==> src/rtl/alu_pkg.sv <==
// ---------------------------------------------------------------------------
// alu_pkg
// Shared definitions for the ALU responder and its reference model:
//   - alu_op_e      : operation select encoding (ADD, SUB, AND, OR)
//   - DEFAULT_*     : default operand / select widths
//   - ALU_MAX_WIDTH : widest operand alu_compute accepts
//   - alu_compute   : combinational result of one operation, one bit wider
//                     than the operands
// ---------------------------------------------------------------------------
package alu_pkg;

    localparam int DEFAULT_DATA_WIDTH = 8;
    localparam int DEFAULT_SEL_WIDTH  = 2;

    // alu_compute works at this width. Callers zero-extend their operands and
    // truncate the result to DATA_WIDTH+1. Truncating the wide subtraction
    // gives the same value as subtracting modulo 2^(DATA_WIDTH+1).
    localparam int ALU_MAX_WIDTH = 32;

    typedef enum logic [1:0] {
        ALU_ADD = 2'b00,
        ALU_SUB = 2'b01,
        ALU_AND = 2'b10,
        ALU_OR  = 2'b11
    } alu_op_e;

    function automatic logic [ALU_MAX_WIDTH:0] alu_compute(
        input logic [ALU_MAX_WIDTH-1:0] a,
        input logic [ALU_MAX_WIDTH-1:0] b,
        input alu_op_e                  op
    );
        logic [ALU_MAX_WIDTH:0] res;
        // NOTE: assign a default before the case so every path drives the
        // result; in always_comb a missing path would infer a latch.
        res = '0;
        case (op)
            ALU_ADD: res = {1'b0, a} + {1'b0, b};
            ALU_SUB: res = {1'b0, a} - {1'b0, b};
            ALU_AND: res = {1'b0, a & b};
            ALU_OR:  res = {1'b0, a | b};
            default: res = '0;
        endcase
        return res;
    endfunction

endpackage

==> src/rtl/alu_op_counter.sv <==
// ---------------------------------------------------------------------------
// alu_op_counter
// Saturating event counter used for the per-operation statistics.
// Clear has priority over increment; the count sticks at all-ones.
// Ports:
//   clk    : clock, rising edge
//   rst_n  : synchronous active-low reset, zeroes the count
//   inc    : count one event this cycle
//   clr    : zero the count (wins over inc)
//   count  : current count
// ---------------------------------------------------------------------------
module alu_op_counter #(
    parameter int WIDTH = 16
) (
    input  logic             clk,
    input  logic             rst_n,
    input  logic             inc,
    input  logic             clr,
    output logic [WIDTH-1:0] count
);

    always_ff @(posedge clk) begin
        if (!rst_n) begin
            count <= '0;
        end else if (clr) begin
            count <= '0;
        end else if (inc && (count != '1)) begin
            count <= count + 1'b1;
        end
    end

endmodule

==> src/rtl/alu_core.sv <==
// ---------------------------------------------------------------------------
// alu_core
// Two-stage pipelined ALU responder. An operation sampled with valid_i in
// cycle N returns its DATA_WIDTH+1 bit result with a one-cycle valid_o pulse
// in cycle N+2. One operation per cycle, no back-pressure, results in order.
//
// Optional feature, macro ALU_STATS_EN: adds per-operation saturating
// acceptance counters (CNT_WIDTH bits) and their clear input. Without the
// macro those ports, the CNT_WIDTH parameter and the counters are absent.
//
// Ports:
//   clk          : clock, rising edge
//   rst_n        : synchronous active-low reset, drops in-flight operations
//   valid_i      : operation request, sampled every cycle
//   data_i_1     : operand A
//   data_i_2     : operand B
//   sel_i        : operation select (alu_op_e encoding)
//   valid_o      : result valid pulse
//   data_o       : result, held between pulses
//   clr_stats_i  : zero all counters            (ALU_STATS_EN)
//   cnt_*_o      : accepted ADD/SUB/AND/OR ops  (ALU_STATS_EN)
// ---------------------------------------------------------------------------
module alu_core
    import alu_pkg::*;
#(
    parameter int DATA_WIDTH = DEFAULT_DATA_WIDTH,
    parameter int SEL_WIDTH  = DEFAULT_SEL_WIDTH
`ifdef ALU_STATS_EN
    ,
    parameter int CNT_WIDTH  = 16
`endif
) (
    input  logic                  clk,
    input  logic                  rst_n,
    input  logic                  valid_i,
    input  logic [DATA_WIDTH-1:0] data_i_1,
    input  logic [DATA_WIDTH-1:0] data_i_2,
    input  logic [SEL_WIDTH-1:0]  sel_i,
    output logic                  valid_o,
    output logic [DATA_WIDTH:0]   data_o
`ifdef ALU_STATS_EN
    ,
    input  logic                  clr_stats_i,
    output logic [CNT_WIDTH-1:0]  cnt_add_o,
    output logic [CNT_WIDTH-1:0]  cnt_sub_o,
    output logic [CNT_WIDTH-1:0]  cnt_and_o,
    output logic [CNT_WIDTH-1:0]  cnt_or_o
`endif
);

    logic                  s1_valid;
    logic [DATA_WIDTH-1:0] s1_a;
    logic [DATA_WIDTH-1:0] s1_b;
    logic [SEL_WIDTH-1:0]  s1_sel;

    // NOTE: sequential state uses non-blocking assignments so every register
    // samples the pre-edge values; blocking here would let stage 2 see the
    // operands stage 1 is loading in the same edge.
    always_ff @(posedge clk) begin
        if (!rst_n) begin
            s1_valid <= 1'b0;
            s1_a     <= '0;
            s1_b     <= '0;
            s1_sel   <= '0;
            valid_o  <= 1'b0;
            data_o   <= '0;
        end else begin
            // Stage 1: capture the request; operands hold when idle.
            s1_valid <= valid_i;
            if (valid_i) begin
                s1_a   <= data_i_1;
                s1_b   <= data_i_2;
                s1_sel <= sel_i;
            end

            // Stage 2: compute and present; data_o holds when idle.
            valid_o <= s1_valid;
            if (s1_valid) begin
                data_o <= (DATA_WIDTH+1)'(alu_compute(ALU_MAX_WIDTH'(s1_a),
                                                      ALU_MAX_WIDTH'(s1_b),
                                                      alu_op_e'(s1_sel)));
            end
        end
    end

`ifdef ALU_STATS_EN
    // Counting happens at stage-1 acceptance, i.e. on the sampling edge.
    alu_op_e in_op;
    assign in_op = alu_op_e'(sel_i);

    alu_op_counter #(.WIDTH(CNT_WIDTH)) u_cnt_add (
        .clk   (clk),
        .rst_n (rst_n),
        .inc   (valid_i && (in_op == ALU_ADD)),
        .clr   (clr_stats_i),
        .count (cnt_add_o)
    );

    alu_op_counter #(.WIDTH(CNT_WIDTH)) u_cnt_sub (
        .clk   (clk),
        .rst_n (rst_n),
        .inc   (valid_i && (in_op == ALU_SUB)),
        .clr   (clr_stats_i),
        .count (cnt_sub_o)
    );

    alu_op_counter #(.WIDTH(CNT_WIDTH)) u_cnt_and (
        .clk   (clk),
        .rst_n (rst_n),
        .inc   (valid_i && (in_op == ALU_AND)),
        .clr   (clr_stats_i),
        .count (cnt_and_o)
    );

    alu_op_counter #(.WIDTH(CNT_WIDTH)) u_cnt_or (
        .clk   (clk),
        .rst_n (rst_n),
        .inc   (valid_i && (in_op == ALU_OR)),
        .clr   (clr_stats_i),
        .count (cnt_or_o)
    );
`endif

endmodule

==> config.mk <==
export PLATFORM = sky130hd
export DESIGN_NAME = alu_core
export DESIGN_NICKNAME = d
export VERILOG_FILES = /design/src/rtl/alu_pkg.sv /design/src/rtl/alu_op_counter.sv /design/src/rtl/alu_core.sv
export SDC_FILE = /design/constraint.sdc
export NUM_CORES = 1
export LEC_CHECK = 0
export BUFFER_PORTS_ARGS = -buffer_cell sky130_fd_sc_hd__buf_2
export CORE_MARGIN = 10
export CORE_UTILIZATION = 62
export CTS_BUF_LIST = sky130_fd_sc_hd__clkbuf_8
export DETAILED_ROUTE_END_ITERATION = 8
export MAX_ROUTING_LAYER = met4
export PLACE_DENSITY_LB_ADDON = 0.3
export SLEW_MARGIN = 20
export SYNTH_ARGS = -nofsm -noshare
export SYNTH_HDL_FRONTEND = slang
export SYNTH_SLANG_ARGS = --single-unit
==> constraint.sdc <==
create_clock -name clk -period 4.8 [get_ports clk]
set_input_delay 0.96 -clock clk [delete_from_list [all_inputs] [get_ports clk]]
set_output_delay 0.96 -clock clk [all_outputs]
set_load 0.02 [all_outputs]
==> results of run 1 <==
## logic make-up (layout without fill, tap and decap cells)
family          Yosys count  count (layout)  synth area share (%)
simple gates             60              60                  18.8
compound gates           42              42                  15.3
flops                    29              29                  32.0
mux                      23              23                  12.8
buf+inv                  21              48                  6.28
fa+ha+maj                16              16                  10.9
xor+xnor                  8               8                  3.86
## power by group through the flow
| stage | Clock, mW | Sequential (mW) | Combinational [mW] |
|---|---|---|---|
| 6_report | 0.188 | 0.279 | 0.182 |
| 4_1_cts | 0.194 | 0.279 | 0.182 |
| 5_1_grt | 0.207 | 0.282 | 0.203 |
| 3_3_place_gp | 0 | 0.283 | 0.174 |
| 3_5_place_dp | 0 | 0.284 | 0.180 |
| 2_1_floorplan | 0 | 0.283 | 0.142 |
## critical path: stages (launching register included)
cell	delay, ns
dfxtp_1	0.53
nor2b_1	0.54
mux2i_1	0.23
fa_1	0.50
a211oi_2	0.23
nor2_2	0.09
o221ai_2	0.18
a21oi_1	0.09
a311o_1	0.26
## metal layers
metal | global-route usage (%) | vias up
met5 | - | -
met4 | 7.66 | 0
met3 | 3.86 | 7
met2 | 24.8 | 38
met1 | 18.2 | 710
li1 | - | 753
## cell usage after synthesis, drive strengths merged (2+ instances only)
master   n  share of area [%]
dfxtp   29                 32
a31oi    4                1.4
mux2i   22                 12
clkbuf   5                1.6
o21ai   11                3.0
nand2b   3                1.0
ha      11                7.6
inv     10                2.1
nand2    6                1.2
a211oi   3                1.5
nor3     4                1.1
and2     2               0.69
nor4     2                1.5
nor2b   21                7.2
xnor2    6                2.9
nand3    3               0.83
o211ai   4                1.7
nor2    15                3.2
maj3     4                2.2
a21oi   11                3.2
buf      6                2.6
xor2     2               0.97
## worst paths after layout
kind / startpoint / endpoint / slack, ns / cells past startpoint
worst min register to register: data_o[2] / data_o[2] / 0.47 / 2
worst min-delay path: data_o[2] / data_o[2] / 0.47 / 2
worst max register to register: s1_sel[0] / data_o[8] / 2.03 / 8
worst max-delay path: s1_sel[0] / data_o[8] / 2.03 / 8
## layout make-up
class	count	area, µm²
multi-input combinational	149	1120
fill	208	773
sequential	29	581
timing repair buffer	30	150
clock buffer	5	68.8
tap	31	38.8
inverter	10	37.5
clock inverter	3	13.8
## placed cells by master, fill, tap and decap left out, drive strengths merged, types with 2 or more instances in the layout
| cell type | n |
|---|---|
| maj3 | 4 |
| nand2 | 6 |
| xor2 | 2 |
| o211ai | 4 |
| clkinv | 2 |
| nor2b | 21 |
| nand2b | 3 |
| a21oi | 11 |
| o21ai | 11 |
| and2 | 2 |
| a31oi | 4 |
| ha | 11 |
| dfxtp | 29 |
| xnor2 | 6 |
| a211oi | 3 |
| nor2 | 15 |
| mux2i | 22 |
| nand3 | 3 |
| nor3 | 4 |
| buf | 30 |
| inv | 11 |
| clkbuf | 5 |
| nor4 | 2 |
## registers in the layout (all words and copies together), names as in the netlist
signal	flops
s1_sel	2
s1_valid	1
s1_b	8
s1_a	8
data_o	9
valid_o	1
## per-stage QoR
| step | instance area (µm²) | hold WS (ns) | power, mW | cells |
|---|---|---|---|---|
| 6_report | 2010 | 0.471 | 0.649 | 257 |
| 5_1_grt | 2010 | 0.518 | 0.693 | 257 |
| 4_1_cts | 2010 | 0.473 | 0.654 | 257 |
| 3_5_place_dp | 1930 | 0.463 | 0.464 | 249 |
| 3_3_place_gp | 1930 | 0.456 | 0.456 | 249 |
| 2_1_floorplan | 1810 | 0.509 | 0.425 | 199 |
==> impl_metrics.csv, run 1 <==
group,metric,value,unit
route,top_layer_used,"met4",
die,io_pins,31,
sta,setup_viol,0,
route,drt_iter0_drc,144,
die,start_util,65.2,%
pwr,power.leakage,0.873,nW
sta,setup_tns,0,ns
route,antenna_left,0,
synthesis,synthArstFlopShare,0,%
pwr,pwr-share-clk,28.9,%
route,dr.pass1.iters,4,
pwr,pwr-share-seq,43.0,%
sta,rsz0062_at_grt,"no",
synthesis,synth-main-ff-cell,"dfxtp_1",
pwr,p_int,440,µW
synthesis,syn-num-nets,232,
clock_network,path_clk_slew,0.06,ns
global_route,grt_max_degree,33,
route,drcViolationCount,0,
worst_setup_path,cp_max_fo,10,
worst_setup_path,crit_type,"register to register",
global_route,antenna_found_initial,0,
synthesis,synth_edf_count,0,
sta,fin_crit,2.77,ns
clock_network,cts_made_buffers,5,
route,wl_per_cell,15.5,µm
clock_network,cts_resized,0,
global_route,overflow,0,
pwr,p_sw_share,32.3,%
placed_design,place_ws,2.07,ns
outcome,status,"finished, final reports clean",
sta,finalCritPeriodShare,57.8,%
pwr,p_per_area,323,mW/mm²
clock_network,post_cts_buffers,0,
synthesis,avgSynthCellArea,9.11,µm²
clock_network,clk_latency,0.28,ns
finish,layout.nets,258,
die,die_x,74.1,µm
synthesis,synthDistinctLibCells,45,
route,wl_met3,179,µm
route,wl_met2,1860,µm
clock_network,htreeDepth,2,
pwr,p_sw,210,µW
placed_design,port_buffers,30,
finish,utilization,72.2,%
synthesis,synth.cell_area,0.00181,mm²
sta,hold_viol_final,0,
finish,syn_to_final_growth,10.8,%
sta,slew_headroom,56.7,%
sta,tightest_slew,0.648,ns
clock_network,hold_buffers,0,
clock_network,cts_root_buffer,"clkbuf_8",
synthesis,ys_ff_latch,29,
route,route.layer.met1.wl,1870,µm
global_route,grt_usage,15.7,%
placed_design,place_congestion,0.867,
route,drt-vias-per-instance,5.87,
worst_setup_path,cp-end-kind,"register",
clock_network,clockBufferDepth,2,
synthesis,yosys_warnings,0,
worst_setup_path,crit_path_start_kind,"register",
global_route,grt_pass1_vias,1470,
min_path,min_path_type,"register to register",
pwr,max-vdd-ir-drop,0.296,mV
pwr,pwr-share-comb,28.1,%
flow_run,cap_violations,0,
route,dr_total_vias,1508,
clock_network,clkSinkCount,29,
route,wl,3990,µm
worst_setup_path,cp.arrival,2.94,ns
synthesis,syn-instance-count,199,
die,num_rows,19,
die,die_area,0.00549,mm²
clock_network,cts_tree,"built",
synthesis,ys_seq_area_share,32.0,%
worst_setup_path,crit_required,4.96,ns
finish,antenna_cells,0,
global_route,grt_pass1_wl,6640,µm
sta,finalMaxSlewViolations,0,
sta,max_freq,0.361,GHz
die,core-area,0.00278,mm²
die,dieHeight,74.1,µm
placed_design,hpwl,3100,µm
sta,setup_ws,2.03,ns
sta,finalClockSkew,0.00662,ns
finish,drive_above_1_share,19.0,%
No activity file was read; power rests on OpenSTA's default activity.
==> inputs of run 2 (changes only) <==
Settings changed: CORE_UTILIZATION 62 to 52.
Clock period 4.8 ns to 2.5 ns, I/O delays scaled along.
==> impl_metrics.csv, run 2 (synthesis results as in run 1) <==
group,metric,value,unit
global_route,grt_pass1_vias,1430,
route,wl,3610,µm
finish,final_common_cell,"buf_2",
clock_network,cts_made_buffers,5,
sta,finalCritPeriodShare,91.7,%
clock_network,htreeDepth,2,
worst_setup_path,crit_start,"s1_b[2]",
worst_setup_path,crit_path_start_kind,"register",
sta,fin_crit,2.29,ns
finish,drive_above_1_share,21.6,%
sta,setup_viol,0,
pwr,power,1.24,mW
finish,top_register,"data_o",
global_route,antenna_found_initial,0,
worst_setup_path,regToRegStartpoint,"s1_b[2]",
sta,tightest_slew,0.536,ns
sta,finalMaxSlewViolations,0,
route,dr_total_vias,1436,
clock_network,cts_tree,"built",
die,num_rows,21,
finish,layout_common_cells,"buf_2 (30), dfxtp_1 (28), mux2i_1 (22), nor2b_1 (21), nor2_1 (14)",
worst_setup_path,cp.arrival,2.45,ns
route,drt_iter0_drc,89,
pwr,power.leakage,0.898,nW
sta,setup_tns,0,ns
pwr,max-vdd-ir-drop,0.507,mV
placed_design,place_area,0.00198,mm²
placed_design,place_congestion,0.787,
clock_network,clockBufferDepth,2,
finish,layout.nets,263,
worst_setup_path,crit_type,"register to register",
clock_network,clkSinkCount,29,
min_path,min_path_type,"register to register",
global_route,overflow,0,
sta,rsz0062_at_grt,"no",
sta,hold_viol_final,0,
global_route,grt_usage,12.9,%
die,core-area,0.00336,mm²
finish,reg.largest.list,"data_o x9, s1_a x8, s1_b x8",
finish,regArea,582,µm²
finish,fin_cells,277,
worst_setup_path,cp_max_fo,5,
clock_network,cts_root_buffer,"clkbuf_8",
clock_network,clk_latency,0.27,ns
finish,antenna_cells,0,
sta,max_freq,0.436,GHz
die,io_pins,31,
global_route,grt_pass1_wl,6400,µm
worst_setup_path,reg2reg_to,"data_o[8]",
route,wl_per_cell,13.0,µm
sta,whs,0.473,ns
route,antenna_left,0,
placed_design,dpl.cell_count,269,
worst_setup_path,crit_required,2.66,ns
route,drcViolationCount,0,
worst_setup_path,r2r_setup_slack,0.21,ns
finish,n_fill_cell,316,
worst_setup_path,endpoint,"data_o[8]",
route,drt-vias-per-instance,5.18,
finish,final_cell_area,0.00207,mm²
worst_setup_path,cp-end-kind,"register",
outcome,status,"finished, final reports clean",
min_path,hp-start,"data_o[2]",
placed_design,port_buffers,30,
finish,syn_to_final_growth,14.1,%
sta,slew_headroom,64.3,%
finish,largest_reg_flops,9,
sta,finalClockSkew,0.00235,ns
die,die_area,0.00625,mm²
route,dr.pass1.iters,4,
clock_network,path_clk_slew,0.06,ns
placed_design,hpwl,2820,µm
flow_run,cap_violations,0,
worst_setup_path,worstRegToRegCells,9,
die,die_x,79.0,µm
die,dieHeight,79.0,µm
finish,multi_input_area,0.00112,mm²
die,start_util,53.9,%
pwr,p_per_area,600,mW/mm²
global_route,grt_max_degree,33,
-- run 2: through the flow --
step | util, % | setup WS, ns
2_1_floorplan | - | 0.319
3_5_place_dp | 58.9 | 0.145
3_3_place_gp | 58.9 | 0.189
4_1_cts | 61.4 | 0.127
6_report | 61.5 | 0.207
5_1_grt | 61.5 | 0.0193
-- run 2: critical path, cell delays in order, from the launching register on --
cell,delay (ns)
dfxtp_1,0.39
nor4_4,0.33
a21oi_1,0.12
xnor2_1,0.14
ha_1,0.30
inv_1,0.09
o21ai_1,0.19
o221ai_2,0.14
nor4b_2,0.17
a311o_1,0.31
-- run 2: worst min path at each step --
stage | slack [ns] | cells after the start | to
after global routing | 0.50 | 1 | data_o[1]
after CTS | 0.47 | 2 | data_o[5]
final | 0.47 | 2 | data_o[2]
after global placement | 0.46 | 2 | data_o[5]
after detailed placement | 0.46 | 2 | data_o[5]
after floorplan | 0.51 | 1 | valid_o
-- run 2: metal layers --
metal	global-route usage [%]	wire [µm]
met1	15.5	1710
met2	19.2	1610
met3	4.62	240
met4	4.84	53
met5	-	0
-- run 2: layout make-up --
type	count	area share, %
Inverter	10	1.81
Multi-Input combinational cell	149	54.2
Timing Repair Buffer	35	9.07
Clock inverter	3	0.665
Clock buffer	5	3.33
Tap cell	46	2.78
Sequential cell	29	28.1
-- run 2: where the power goes --
part / internal [mW] / switching [mW] / leakage (nW)
clock: 0.188 / 0.166 / 0.0491
combinational: 0.169 / 0.193 / 0.610
sequential: 0.495 / 0.0306 / 0.239
total: 0.851 / 0.389 / 0.898
-- run 2: timing repair --
action	4_1_cts	5_1_grt
hold buffers	0	0
gates resized for setup	0	2
endpoints found under the setup margin	0	4
setup buffers	0	0
